<file path="src/rtl/hex_glyph_renderer_if.sv">
// rtl/hex_glyph_renderer_if.sv - pixel write channel between the glyph renderer and a framebuffer
interface hex_glyph_renderer_if #(
    parameter int ADDR_W = 11
);
    logic              pix_valid;
    logic              pix_ready;
    logic [ADDR_W-1:0] pix_addr;
    logic              pix_data;

    modport master (
        output pix_valid,
        output pix_addr,
        output pix_data,
        input  pix_ready
    );

    modport slave (
        input  pix_valid,
        input  pix_addr,
        input  pix_data,
        output pix_ready
    );
endinterface

</file>
<file path="src/rtl/hex_glyph_renderer.sv">
// rtl/hex_glyph_renderer.sv - draws a hex value as scaled 3x5 glyphs, one framebuffer pixel write at a time
module hex_glyph_renderer #(
    parameter int DIGITS    = 2,
    parameter int SCALE     = 1,
    parameter int GAP       = 1,
    parameter int FB_WIDTH  = 30,
    parameter int FB_HEIGHT = 40,
    parameter int ADDR_W    = 11,
    parameter int COORD_W   = 8
) (
    input  logic                  clock,
    input  logic                  reset_n,
    input  logic                  start,
    input  logic [4*DIGITS-1:0]   value,
    input  logic [COORD_W-1:0]    xpos,
    input  logic [COORD_W-1:0]    ypos,
    input  logic                  transparent,
    hex_glyph_renderer_if.master  pix,
    output logic                  busy,
    output logic                  done
);
    localparam int DIGIT_STEP = (3 + GAP) * SCALE;
    localparam int X_SPAN     = DIGITS * DIGIT_STEP;
    localparam int Y_SPAN     = 5 * SCALE;
    // One spare bit beyond the largest reachable coordinate so the sums never wrap.
    localparam int X_W        = $clog2((1 << COORD_W) + X_SPAN) + 1;
    localparam int Y_W        = $clog2((1 << COORD_W) + Y_SPAN) + 1;
    localparam int D_W        = (DIGITS > 1) ? $clog2(DIGITS) : 1;
    localparam int S_W        = (SCALE > 1) ? $clog2(SCALE) : 1;

    localparam logic [D_W-1:0] DIGIT_LAST = D_W'(DIGITS - 1);
    localparam logic [S_W-1:0] SUB_LAST   = S_W'(SCALE - 1);

    localparam logic [1:0] S_IDLE = 2'd0;
    localparam logic [1:0] S_CALC = 2'd1;
    localparam logic [1:0] S_EMIT = 2'd2;
    localparam logic [1:0] S_DONE = 2'd3;

    logic [1:0]          state;
    logic [4*DIGITS-1:0] value_q;
    logic [COORD_W-1:0]  xpos_q;
    logic [COORD_W-1:0]  ypos_q;
    logic                transparent_q;

    logic [D_W-1:0]      digit;
    logic [2:0]          row;
    logic [S_W-1:0]      sub_row;
    logic [1:0]          col;
    logic [S_W-1:0]      sub_col;

    logic [D_W-1:0]      n_digit;
    logic [2:0]          n_row;
    logic [S_W-1:0]      n_sub_row;
    logic [1:0]          n_col;
    logic [S_W-1:0]      n_sub_col;

    logic [3:0]          nibble;
    logic [14:0]         glyph;
    logic [2:0]          row_bits;
    logic                cell_on;
    logic [X_W-1:0]      px;
    logic [Y_W-1:0]      py;
    logic                visible;
    logic                last_pos;
    logic [ADDR_W-1:0]   addr_calc;

    function automatic logic [14:0] glyph_rom(input logic [3:0] n);
        case (n)
            4'h0:    glyph_rom = 15'h7B6F;
            4'h1:    glyph_rom = 15'h1249;
            4'h2:    glyph_rom = 15'h73E7;
            4'h3:    glyph_rom = 15'h73CF;
            4'h4:    glyph_rom = 15'h5BC9;
            4'h5:    glyph_rom = 15'h79CF;
            4'h6:    glyph_rom = 15'h79EF;
            4'h7:    glyph_rom = 15'h7249;
            4'h8:    glyph_rom = 15'h7BEF;
            4'h9:    glyph_rom = 15'h7BC9;
            4'hA:    glyph_rom = 15'h7BED;
            4'hB:    glyph_rom = 15'h49EF;
            4'hC:    glyph_rom = 15'h7927;
            4'hD:    glyph_rom = 15'h13EF;
            4'hE:    glyph_rom = 15'h79A7;
            default: glyph_rom = 15'h79E4;
        endcase
    endfunction

    // Digit 0 is the most significant nibble, so it sits at the top of value_q.
    always_comb begin
        nibble   = 4'(value_q >> (4 * (DIGITS - 1 - int'(digit))));
        glyph    = glyph_rom(nibble);
        row_bits = 3'(glyph >> (12 - 3 * int'(row)));
        case (col)
            2'd0:    cell_on = row_bits[2];
            2'd1:    cell_on = row_bits[1];
            default: cell_on = row_bits[0];
        endcase
    end

    always_comb begin
        px = X_W'(xpos_q) + X_W'(DIGIT_STEP * int'(digit)) + X_W'(SCALE * int'(col)) + X_W'(sub_col);
        py = Y_W'(ypos_q) + Y_W'(SCALE * int'(row)) + Y_W'(sub_row);
        visible = (32'(px) < 32'(FB_WIDTH)) && (32'(py) < 32'(FB_HEIGHT))
                  && (!transparent_q || cell_on);
        // Only consumed when visible, so the product is below FB_WIDTH*FB_HEIGHT and fits ADDR_W.
        addr_calc = ADDR_W'(py) * ADDR_W'(FB_WIDTH) + ADDR_W'(px);
        last_pos = (digit == DIGIT_LAST) && (row == 3'd4) && (sub_row == SUB_LAST)
                   && (col == 2'd2) && (sub_col == SUB_LAST);
    end

    // Traversal odometer: sub-column is the fastest-moving position, digit the slowest.
    always_comb begin
        n_digit   = digit;
        n_row     = row;
        n_sub_row = sub_row;
        n_col     = col;
        n_sub_col = sub_col;
        if (sub_col != SUB_LAST) begin
            n_sub_col = sub_col + 1'b1;
        end else begin
            n_sub_col = '0;
            if (col != 2'd2) begin
                n_col = col + 1'b1;
            end else begin
                n_col = 2'd0;
                if (sub_row != SUB_LAST) begin
                    n_sub_row = sub_row + 1'b1;
                end else begin
                    n_sub_row = '0;
                    if (row != 3'd4) begin
                        n_row = row + 1'b1;
                    end else begin
                        n_row   = 3'd0;
                        n_digit = digit + 1'b1;
                    end
                end
            end
        end
    end

    always_ff @(posedge clock or negedge reset_n) begin
        if (!reset_n) begin
            state         <= S_IDLE;
            value_q       <= '0;
            xpos_q        <= '0;
            ypos_q        <= '0;
            transparent_q <= 1'b0;
            digit         <= '0;
            row           <= '0;
            sub_row       <= '0;
            col           <= '0;
            sub_col       <= '0;
            pix.pix_valid <= 1'b0;
            pix.pix_addr  <= '0;
            pix.pix_data  <= 1'b0;
            busy          <= 1'b0;
            done          <= 1'b0;
        end else begin
            done <= 1'b0;
            case (state)
                S_IDLE: begin
                    if (start) begin
                        value_q       <= value;
                        xpos_q        <= xpos;
                        ypos_q        <= ypos;
                        transparent_q <= transparent;
                        digit         <= '0;
                        row           <= '0;
                        sub_row       <= '0;
                        col           <= '0;
                        sub_col       <= '0;
                        busy          <= 1'b1;
                        state         <= S_CALC;
                    end
                end
                S_CALC: begin
                    if (visible) begin
                        pix.pix_valid <= 1'b1;
                        pix.pix_addr  <= addr_calc;
                        pix.pix_data  <= cell_on;
                        state         <= S_EMIT;
                    end else if (last_pos) begin
                        busy  <= 1'b0;
                        done  <= 1'b1;
                        state <= S_DONE;
                    end else begin
                        digit   <= n_digit;
                        row     <= n_row;
                        sub_row <= n_sub_row;
                        col     <= n_col;
                        sub_col <= n_sub_col;
                    end
                end
                S_EMIT: begin
                    if (pix.pix_ready) begin
                        pix.pix_valid <= 1'b0;
                        if (last_pos) begin
                            busy  <= 1'b0;
                            done  <= 1'b1;
                            state <= S_DONE;
                        end else begin
                            digit   <= n_digit;
                            row     <= n_row;
                            sub_row <= n_sub_row;
                            col     <= n_col;
                            sub_col <= n_sub_col;
                            state   <= S_CALC;
                        end
                    end
                end
                default: begin
                    state <= S_IDLE;
                end
            endcase
        end
    end
endmodule

</file>
<file path="src/flat_wrapper.sv">
// flat-port wrapper written by rule: the top's interface ports become plain ports
module hex_glyph_renderer_flat 
#(
    parameter int DIGITS    = 2,
    parameter int SCALE     = 1,
    parameter int GAP       = 1,
    parameter int FB_WIDTH  = 30,
    parameter int FB_HEIGHT = 40,
    parameter int ADDR_W    = 11,
    parameter int COORD_W   = 8
)
  (clock, reset_n, start, value, xpos, ypos, transparent, busy, done, pix_pix_valid, pix_pix_addr, pix_pix_data, pix_pix_ready);
  hex_glyph_renderer_if #(.ADDR_W(ADDR_W)) pix_i ();
  input  logic clock;
  input  logic reset_n;
  input  logic start;
  input  logic [4*DIGITS-1:0] value;
  input  logic [COORD_W-1:0] xpos;
  input  logic [COORD_W-1:0] ypos;
  input  logic transparent;
  output logic busy;
  output logic done;
  output wire logic [$bits(pix_i.pix_valid)-1:0] pix_pix_valid;
  output wire logic [$bits(pix_i.pix_addr)-1:0] pix_pix_addr;
  output wire logic [$bits(pix_i.pix_data)-1:0] pix_pix_data;
  input wire logic [$bits(pix_i.pix_ready)-1:0] pix_pix_ready;
  assign pix_pix_valid = pix_i.pix_valid;
  assign pix_pix_addr = pix_i.pix_addr;
  assign pix_pix_data = pix_i.pix_data;
  assign pix_i.pix_ready = pix_pix_ready;
  hex_glyph_renderer #(.DIGITS(DIGITS), .SCALE(SCALE), .GAP(GAP), .FB_WIDTH(FB_WIDTH), .FB_HEIGHT(FB_HEIGHT), .ADDR_W(ADDR_W), .COORD_W(COORD_W)) u_core (.clock(clock), .reset_n(reset_n), .start(start), .value(value), .xpos(xpos), .ypos(ypos), .transparent(transparent), .pix(pix_i), .busy(busy), .done(done));
endmodule
</file>
<file path="config.mk">
export PLATFORM = sky130hd
export DESIGN_NAME = hex_glyph_renderer_flat
export DESIGN_NICKNAME = d
export VERILOG_FILES = /design/src/rtl/hex_glyph_renderer_if.sv /design/src/rtl/hex_glyph_renderer.sv /design/src/flat_wrapper.sv
export SDC_FILE = /design/constraint.sdc
export NUM_CORES = 1
export LEC_CHECK = 0
export ABC_AREA = 1
export BUFFER_PORTS_ARGS = -buffer_cell sky130_fd_sc_hd__buf_4
export CAP_MARGIN = 40
export CORE_MARGIN = 8
export CORE_UTILIZATION = 55
export CTS_CLUSTER_SIZE = 12
export DETAILED_ROUTE_END_ITERATION = 10
export PLACE_DENSITY = 0.75
export RECOVER_POWER = 25
export SYNTH_ARGS = -nofsm -noshare
export SYNTH_HDL_FRONTEND = slang
export SYNTH_SLANG_ARGS = --single-unit
</file>
<file path="constraint.sdc">
create_clock -name clock -period 6.4 [get_ports clock]
set_input_delay 0 -clock clock [delete_from_list [all_inputs] [get_ports clock]]
set_output_delay 0 -clock clock [all_outputs]
set_load 0.02 [all_outputs]
</file>
# Word level (Yosys, flattened, before mapping)
# Memory sizes are Yosys's and may differ from the RTL's.
# Index checks and enable logic that the tools add are counted.
[classes]
n_addsub = 13
multipliers = 2
order_cmp = 2
n_eq_ne = 12
shifts = 2
n_mux = 56
bitwise = 2
n_reduce_logical = 17
[ops]
columns = ["op", "count"]
rows = [
  ["right shift 15 x 32 -> 3 bit", 1],
  ["right shift 8 x 32 -> 4 bit", 1],
  ["subtractor 5 x 32 -> 32 bit (first input constant)", 1],
  ["2-to-1 mux 1 bit", 27],
  ["2-to-1 mux 3 bit", 8],
  ["2-to-1 mux 2 bit", 11],
  ["adder 10 x 1 -> 10 bit", 2],
  ["adder 8 x 3 -> 9 bit", 2],
  ["one-hot mux 1 bit (3 select lines)", 4],
  ["one-hot mux 2 bit (3 select lines)", 2],
  ["adder 11 x 10 -> 11 bit", 1],
  ["adder 10 x 2 -> 10 bit", 1],
  ["less-than comparator 10 x 5 -> 1 bit (second input constant)", 1],
  ["less-than comparator 10 x 6 -> 1 bit (second input constant)", 1],
  ["multiplier 10 x 4 -> 10 bit (second input constant)", 1],
  ["one-hot mux 3 bit (3 select lines)", 1],
  ["inequality test 2 bit (second input constant)", 4],
  ["logical AND 1 bit", 6],
  ["one-hot mux 1 bit (2 select lines)", 3],
  ["AND reduction 3 bit", 2],
  ["multiplier 2 x 3 -> 5 bit (first input constant)", 1],
  ["equality test 2 x 1 -> 1 bit (second input constant)", 2],
  ["equality test 2 bit (second input constant)", 2],
  ["zero test 2 bit", 2],
  ["other kinds (15)", 19],
]
[totals]
reg_bits = 50
rom_bits = 208
inputBits = 29
output_inout_bits = 15
elab_cells = 122
n_memories = 1
[memory_table]
columns = ["name", "depth", "word_bits", "rd", "rd_clocked_by_memory_dff", "write_ports", "line", "rtl"]
rows = [
  ["(no name shown)", 16, 13, 1, 0, 0, "hex_glyph_renderer.sv:68", "case (n)"],
]

# Logic depth before layout (Yosys ltp)
# Gate-level depths: netlist of the first run.
# An unclocked memory read counts as a cell.
[depth]
depth_word = 9
mapped_depth = 26
depth_no_buf = 26

# Worst setup path before layout of the first run
# No wires, ideal clock.
[synth_path]
path_kind = "reg2reg"
start = "reg u_core.row[0]"
end = "reg u_core.pix.pix_addr[10]"
setup_time_ps = 122
arrival_time_ps = 4721
t_required_ps = 6278
setup_slack_ps = 1557
path_stages_with_launch = 24
n_path_buf = 0
period_less_slack_ps = 4843
cell_sequence = "dfrtp_1 ha_1 inv_1 fa_1 o21ai_0 xor2_1 inv_1 fa_1 inv_1 fa_1 inv_1 ha_1 nand2_1 o21ai_0 xor2_1 inv_1 ha_1 inv_1 o21bai_1 nand2_1 nand2_1 a21oi_1 xnor2_1 o21ai_2"
[synth_between]
elab_chain_len = 7
word_cells_on_any_way = 13
cone_classes = "add/sub (4); mul (2); order compare (1); shift (1); mux (1); reduce/logical (4)"
[synth_lines]
columns = ["item", "line", "rtl"]
rows = [
  ["from (decl)", "hex_glyph_renderer.sv:46", "logic [2:0] row;"],
  ["from (signal assigned)", "hex_glyph_renderer.sv:188", "row <= n_row;"],
  ["from (signal assigned)", "hex_glyph_renderer.sv:203", "row <= n_row;"],
  ["parallel branches: the longest is 7 deep, another holds adder 11 x 10 -> 11 bit", "-", ""],
  ["to (signal assigned)", "hex_glyph_renderer.sv:179", "pix.pix_addr <= addr_calc;"],
  ["to (decl)", "hex_glyph_renderer_if.sv:12", "output pix_addr,"],
]
# Several ways; the timed one is not identified.
# A chain may end at the register's enable or synchronous reset.

# Final worst setup path of the first run
# Ends and elaborated chain as after synthesis.

==> results.sh, run 1 <==
export IMPL_r2r_slack_ns=0.90
export IMPL_vias=3992
export IMPL_place_gp_congestion=0.871
export IMPL_run_status="complete, but fails checks"
export IMPL_synth_area_sq_mm=0.00456
export IMPL_busiest_layer="met2"
export IMPL_dieWidth_microns=107
export IMPL_clk_insertion_delay_late_ns=0.31
export IMPL_synth_distinct_cells=42
export IMPL_synthMostInstantiatedCell="nand2_1"
export IMPL_num_io_pins=44
export IMPL_yosys_warnings=0
export IMPL_grt_first_pass_wirelength_mm=18.2
export IMPL_synthArstFlopShare=1.00
export IMPL_firstDrtPassIters=4
export IMPL_rows=33
export IMPL_synth_top_area_frac=0.264
export IMPL_totalWireLength_mm=10.4
export IMPL_netlist_instances=594
export IMPL_crit_arrival_ns=5.70
export IMPL_dieArea_sq_mm=0.0115
export IMPL_synth_edf_count=0
export IMPL_cts_resized=0
export IMPL_grt_antenna_before_repair=0
export IMPL_period_minus_slack_ns=5.50
export IMPL_cts_tree="built"
export IMPL_whs_path_depth=6
export IMPL_avgSynthCellArea_sq_um=7.67
export IMPL_h_tree_depth=2
export IMPL_clkTransAtPathRegs_ns=0.09
export IMPL_critPathMaxFanout=15
export IMPL_cts_buffer_depth=2
export IMPL_worst_slack_ns=0.900
export IMPL_final_antenna_net_count=0
export IMPL_drc=0
export IMPL_synthTopCellsByCount="nand2_1 (138), inv_1 (94), dfrtp_1 (48)"
export IMPL_multi_input_area_sq_mm=0.00292
export IMPL_hold_viol=0
export IMPL_slew_violations=49
export IMPL_synth_area_leaders="dfrtp_1 (26%), ha_1 (12%), nand2_1 (11%)"
export IMPL_whs_ns=0.199
export IMPL_die_y_microns=107
export IMPL_fin_util=0.654
export IMPL_area_sequential_sq_mm=0.00120
export IMPL_grt_pass1_vias=4074
export IMPL_start_util=0.560
export IMPL_area_growth_pct=16.8
export IMPL_tns_ns=0
export IMPL_min_to="u_core.state[1]"
export IMPL_cp_required_ns=6.60
export IMPL_use_met3=0.0396
export IMPL_ys_flop_type="dfrtp_1"
export IMPL_grt_use_met2=0.331
export IMPL_finClkSkew_ns=0.00407
export IMPL_n_antenna_cell=0
export IMPL_timing_final_crit_share=0.859
export IMPL_numCtsBuffers=5
export IMPL_relSlewSlack=-0.754
export IMPL_cts_sinks=48
export IMPL_overflow=0
export IMPL_syn_num_nets=682
export IMPL_rsz0062_at_grt="false"
export IMPL_worst_hold_path_type="in -> reg"
export IMPL_maxCapViolCount=1
export IMPL_ys_seq_area_frac=0.264
export IMPL_layout_drive_gt1_share=0.149
export IMPL_worstReg2RegStart="u_core.row[0]"
export IMPL_ys_ff_latch=48
export IMPL_cts_root_buf="clkbuf_8"
export IMPL_fmax_mhz=182
export IMPL_via_per_inst=5.19
export IMPL_numPortBuffers=43
export IMPL_core_sq_mm=0.00813
export IMPL_use_met1=0.235
export IMPL_min_from="start"
export IMPL_reg2reg_depth=23
export IMPL_reg2reg_to="u_core.pix.pix_addr[10]"
export IMPL_cp_start_kind="flop"
export IMPL_place_ws_ns=0.902
export IMPL_violations="capacitance limit, slew limit"
export IMPL_tightest_slew_ns=2.63
export IMPL_setup_viol=0
export IMPL_dp_hpwl_mm=8.02
export IMPL_track_usage=0.192
export IMPL_drtIter0Drc=242
export IMPL_post_synth_top_area_cell="dfrtp_1"
export IMPL_cp_end_kind="flop"
export IMPL_fillers=707
export IMPL_final_nets=751
export IMPL_detail_route_wl_per_cell_microns=13.5
export IMPL_crit_type="reg -> reg"
export IMPL_grt_max_degree=49
-- layout by cell type (no fill, tap or decap), drive strengths merged, types with 2 or more instances in the layout --
| cell type | n |
|---|---|
| mux2 | 13 |
| dlygate4sd3 | 27 |
| fa | 17 |
| xor2 | 17 |
| nand2 | 143 |
| or2 | 2 |
| a21oi | 30 |
| nor2 | 51 |
| o21ai | 31 |
| nand4 | 13 |
| xnor2 | 12 |
| dfrtp | 48 |
| ha | 42 |
| nor3 | 3 |
| inv | 97 |
| buf | 43 |
| nand3 | 55 |
| clkbuf | 7 |
| nor4 | 2 |
-- registers in the layout, indices dropped and copies added (netlist names) --
name                  cells
u_core.busy               1
u_core.col                2
u_core.digit              1
u_core.done               1
u_core.pix.pix_addr      11
u_core.pix.pix_data       1
u_core.pix.pix_valid      1
u_core.row                3
u_core.state              2
u_core.transparent_q      1
u_core.value_q            8
u_core.xpos_q             8
u_core.ypos_q             8
-- timing repair --
action | 4_1_cts | 5_1_grt
setup endpoints to repair | 0 | 0
hold buffers | 27 | 0
buffers inserted | 0 | 0
endpoints found under the hold margin | 74 | 0
-- how the worst max path moves through the flow --
stage / start / endpoint / slack [ns] / cells past startpoint
global route: u_core.row[0] / u_core.pix.pix_addr[10] / 0.42 / 23
detailed placement: u_core.row[0] / u_core.pix.pix_addr[10] / 0.90 / 23
floorplan: u_core.row[0] / u_core.pix.pix_addr[10] / 1.56 / 23
CTS: u_core.row[0] / u_core.pix.pix_addr[10] / 0.87 / 23
global placement: u_core.row[0] / u_core.pix.pix_addr[10] / 1.13 / 23
finish: u_core.row[0] / u_core.pix.pix_addr[10] / 0.90 / 23
-- through the flow --
| stage | std cells | instance area [sq um] |
|---|---|---|
| after global routing | 769 | 5320 |
| final | 769 | 5320 |
| after floorplan | 594 | 4560 |
| after global placement | 734 | 4950 |
| after CTS | 769 | 5330 |
| after detailed placement | 734 | 4950 |
-- worst max-delay path, stage by stage (launching register included) --
cell      delay (ns)
dfrtp_1         0.67
ha_1            0.26
inv_1           0.07
fa_1            0.46
o21ai_0         0.35
xor2_1          0.31
inv_1           0.19
fa_1            0.55
inv_1           0.05
fa_1            0.49
inv_1           0.04
ha_1            0.34
nand2_1         0.06
o21ai_0         0.25
xor2_1          0.17
inv_1           0.06
ha_1            0.30
inv_1           0.06
o21bai_1        0.21
nand2_1         0.08
nand2_1         0.06
a21oi_1         0.06
xnor2_1         0.19
o21ai_2         0.08
-- logic make-up after synthesis --
kind of cell,share of synthesized area
xor gates and xnor gates,0.0557
AOI/OAI and AO/OA,0.0879
muxes,0.0321
other,0.000823
adders and majority gates,0.190
buffers and inverters,0.0956
and+or+nand+nor,0.274
DFF,0.264
-- final cells by class --
type,count,share of cell area
clock inverters,2,0.00658
well taps,105,0.0247
repair buffers,71,0.112
flip-flops and latches,48,0.226
multi-input cells,440,0.549
clock buffers,6,0.0136
inverters,97,0.0684
-- metal layers --
layer | up-vias | part of all wire
met1 | 1854 | 0.46
met3 | 12 | 0.051
met4 | 0 | 0.015
met5 | - | 0
met2 | 93 | 0.48
li1 | 2033 | -
Power of run 1 is not shown: default switching activity piles up to over one toggle a cycle in this logic, so the estimate is an artifact.
==> run 2, diff against run 1 <==
- CORE_UTILIZATION: 55 -> 60
- PLACE_DENSITY: 0.75 -> 0.81
==> run 2 against run 1 <==
The flow still finishes with violations (capacitance limit, slew limit). Clock skew is 0.0038 ns higher. Cell count is 0.78% lower. Non-clock buffer count stayed put. Worst setup slack worse by 0.022 ns. Critical path type unchanged.
==> results.sh, run 2 (synthesized netlist as in run 1, its figures left out) <==
export IMPL_run_status="complete, but fails checks"
export IMPL_violations="capacitance limit, slew limit"
export IMPL_whs_path_depth=3
export IMPL_vias=4078
export IMPL_top_register="u_core.pix.pix_addr"
export IMPL_dieArea_sq_mm=0.0106
export IMPL_layout_common_cells="nand2_1 (138), inv_1 (94), dfrtp_1 (48), nand3_1 (47), nor2_1 (46)"
export IMPL_cts_tree="built"
export IMPL_cp_required_ns=6.59
export IMPL_maxCapViolCount=1
export IMPL_grt_pass1_vias=4082
export IMPL_crit_type="reg -> reg"
export IMPL_cts_root_buf="clkbuf_8"
export IMPL_numCtsBuffers=5
export IMPL_cp_end_kind="flop"
export IMPL_core_sq_mm=0.00729
export IMPL_clkTransAtPathRegs_ns=0.09
export IMPL_largest_reg_flops=11
export IMPL_hold_viol=0
export IMPL_timing_final_crit_share=0.863
export IMPL_crit_arrival_ns=5.72
export IMPL_detail_route_wl_per_cell_microns=13.9
export IMPL_cts_sinks=48
export IMPL_layout_drive_gt1_share=0.151
export IMPL_setup_viol=0
export IMPL_cp_start_kind="flop"
export IMPL_n_antenna_cell=0
export IMPL_finClkSkew_ns=0.00790
export IMPL_numPortBuffers=43
export IMPL_start_util=0.625
export IMPL_r2r_slack_ns=0.88
export IMPL_overflow=0
export IMPL_dp_hpwl_mm=8.35
export IMPL_die_y_microns=103
export IMPL_firstDrtPassIters=4
export IMPL_clk_insertion_delay_late_ns=0.31
export IMPL_fin_util=0.731
export IMPL_slew_violations=49
export IMPL_fmax_mhz=181
export IMPL_grt_first_pass_wirelength_mm=18.2
export IMPL_h_tree_depth=2
export IMPL_grt_max_degree=49
export IMPL_period_minus_slack_ns=5.52
export IMPL_rsz0062_at_grt="false"
export IMPL_rows=31
export IMPL_cts_buffer_depth=2
export IMPL_drc=0
export IMPL_via_per_inst=5.34
export IMPL_totalWireLength_mm=10.6
export IMPL_fillers=581
export IMPL_drtIter0Drc=258
export IMPL_tns_ns=0
export IMPL_final_antenna_net_count=0
export IMPL_reg2reg_depth=23
export IMPL_final_nets=751
export IMPL_worst_hold_path_type="in -> reg"
export IMPL_num_io_pins=44
export IMPL_critPathMaxFanout=15
export IMPL_track_usage=0.214
export IMPL_final_common_cell="nand2_1"
export IMPL_dieWidth_microns=103
export IMPL_relSlewSlack=-0.678
export IMPL_grt_antenna_before_repair=0
export IMPL_tightest_slew_ns=2.52
export IMPL_area_growth_pct=17.0
export IMPL_place_gp_congestion=0.902
==> run 2: cell count changes in the layout (fill, tap and decap cells not counted) <==
cell,before,now
clkbuf_8,5,7
clkbuf_1,2,1
clkinv_2,1,0
==> run 2: per-stage QoR <==
stage	hold WS, ns	setup WS [ns]	std cells	instance area [sq um]
after floorplan	-0.296	1.56	594	4560
after global placement	0.0413	1.14	728	4940
after detailed placement	0.0435	0.871	728	4940
after CTS	0.0765	0.862	763	5340
after global routing	0.0804	0.384	763	5330
final	0.0781	0.879	763	5330
==> run 2: routing by layer <==
metal,global-route usage,vias up,share of wire
met4,0.0501,0,0.013
met2,0.383,114,0.49
met5,0,-,0
met3,0.0425,16,0.056
li1,-,2036,-
met1,0.257,1912,0.44
==> run 2: final timing paths <==
kind                                            to              startpoint
max                        u_core.pix.pix_addr[10]           u_core.row[0]
min                           u_core.transparent_q                   start
max reg2reg                u_core.pix.pix_addr[10]           u_core.row[0]
min reg2reg                 u_core.pix.pix_addr[7]  u_core.pix.pix_addr[7]
max in group asynchronous         u_core.ypos_q[2]                 reset_n
min in group asynchronous              u_core.done                 reset_n
==> run 2: critical path: stages (launching register included) <==
cell	delay (ns)
dfrtp_1	0.66
ha_1	0.26
inv_1	0.06
fa_1	0.44
o21ai_0	0.35
xor2_1	0.32
inv_1	0.20
fa_1	0.56
inv_1	0.05
fa_1	0.49
inv_1	0.04
ha_1	0.34
nand2_1	0.06
o21ai_0	0.24
xor2_1	0.17
inv_1	0.05
ha_1	0.30
inv_1	0.06
o21bai_1	0.21
nand2_1	0.08
nand2_1	0.08
a21oi_1	0.07
xnor2_1	0.22
o21ai_2	0.08
==> run 2: layout make-up <==
class / instances / area [sq um] / area share
Timing Repair Buffer: 71 / 597 / 0.112
Inverter: 97 / 364 / 0.0683
Multi-Input combinational cell: 440 / 2920 / 0.548
Tap cell: 99 / 124 / 0.0232
Sequential cell: 48 / 1200 / 0.225
Clock buffer: 7 / 96.3 / 0.0181
Clock inverter: 1 / 30.0 / 0.00563
==> run 2: timing repair <==
item / 4_1_cts / 5_1_grt
endpoints found under the hold margin: 74 / 0
hold buffers: 27 / 0
gates resized for setup: 0 / 0
buffers inserted: 0 / 0
Power of run 2 is left out for the same reason.
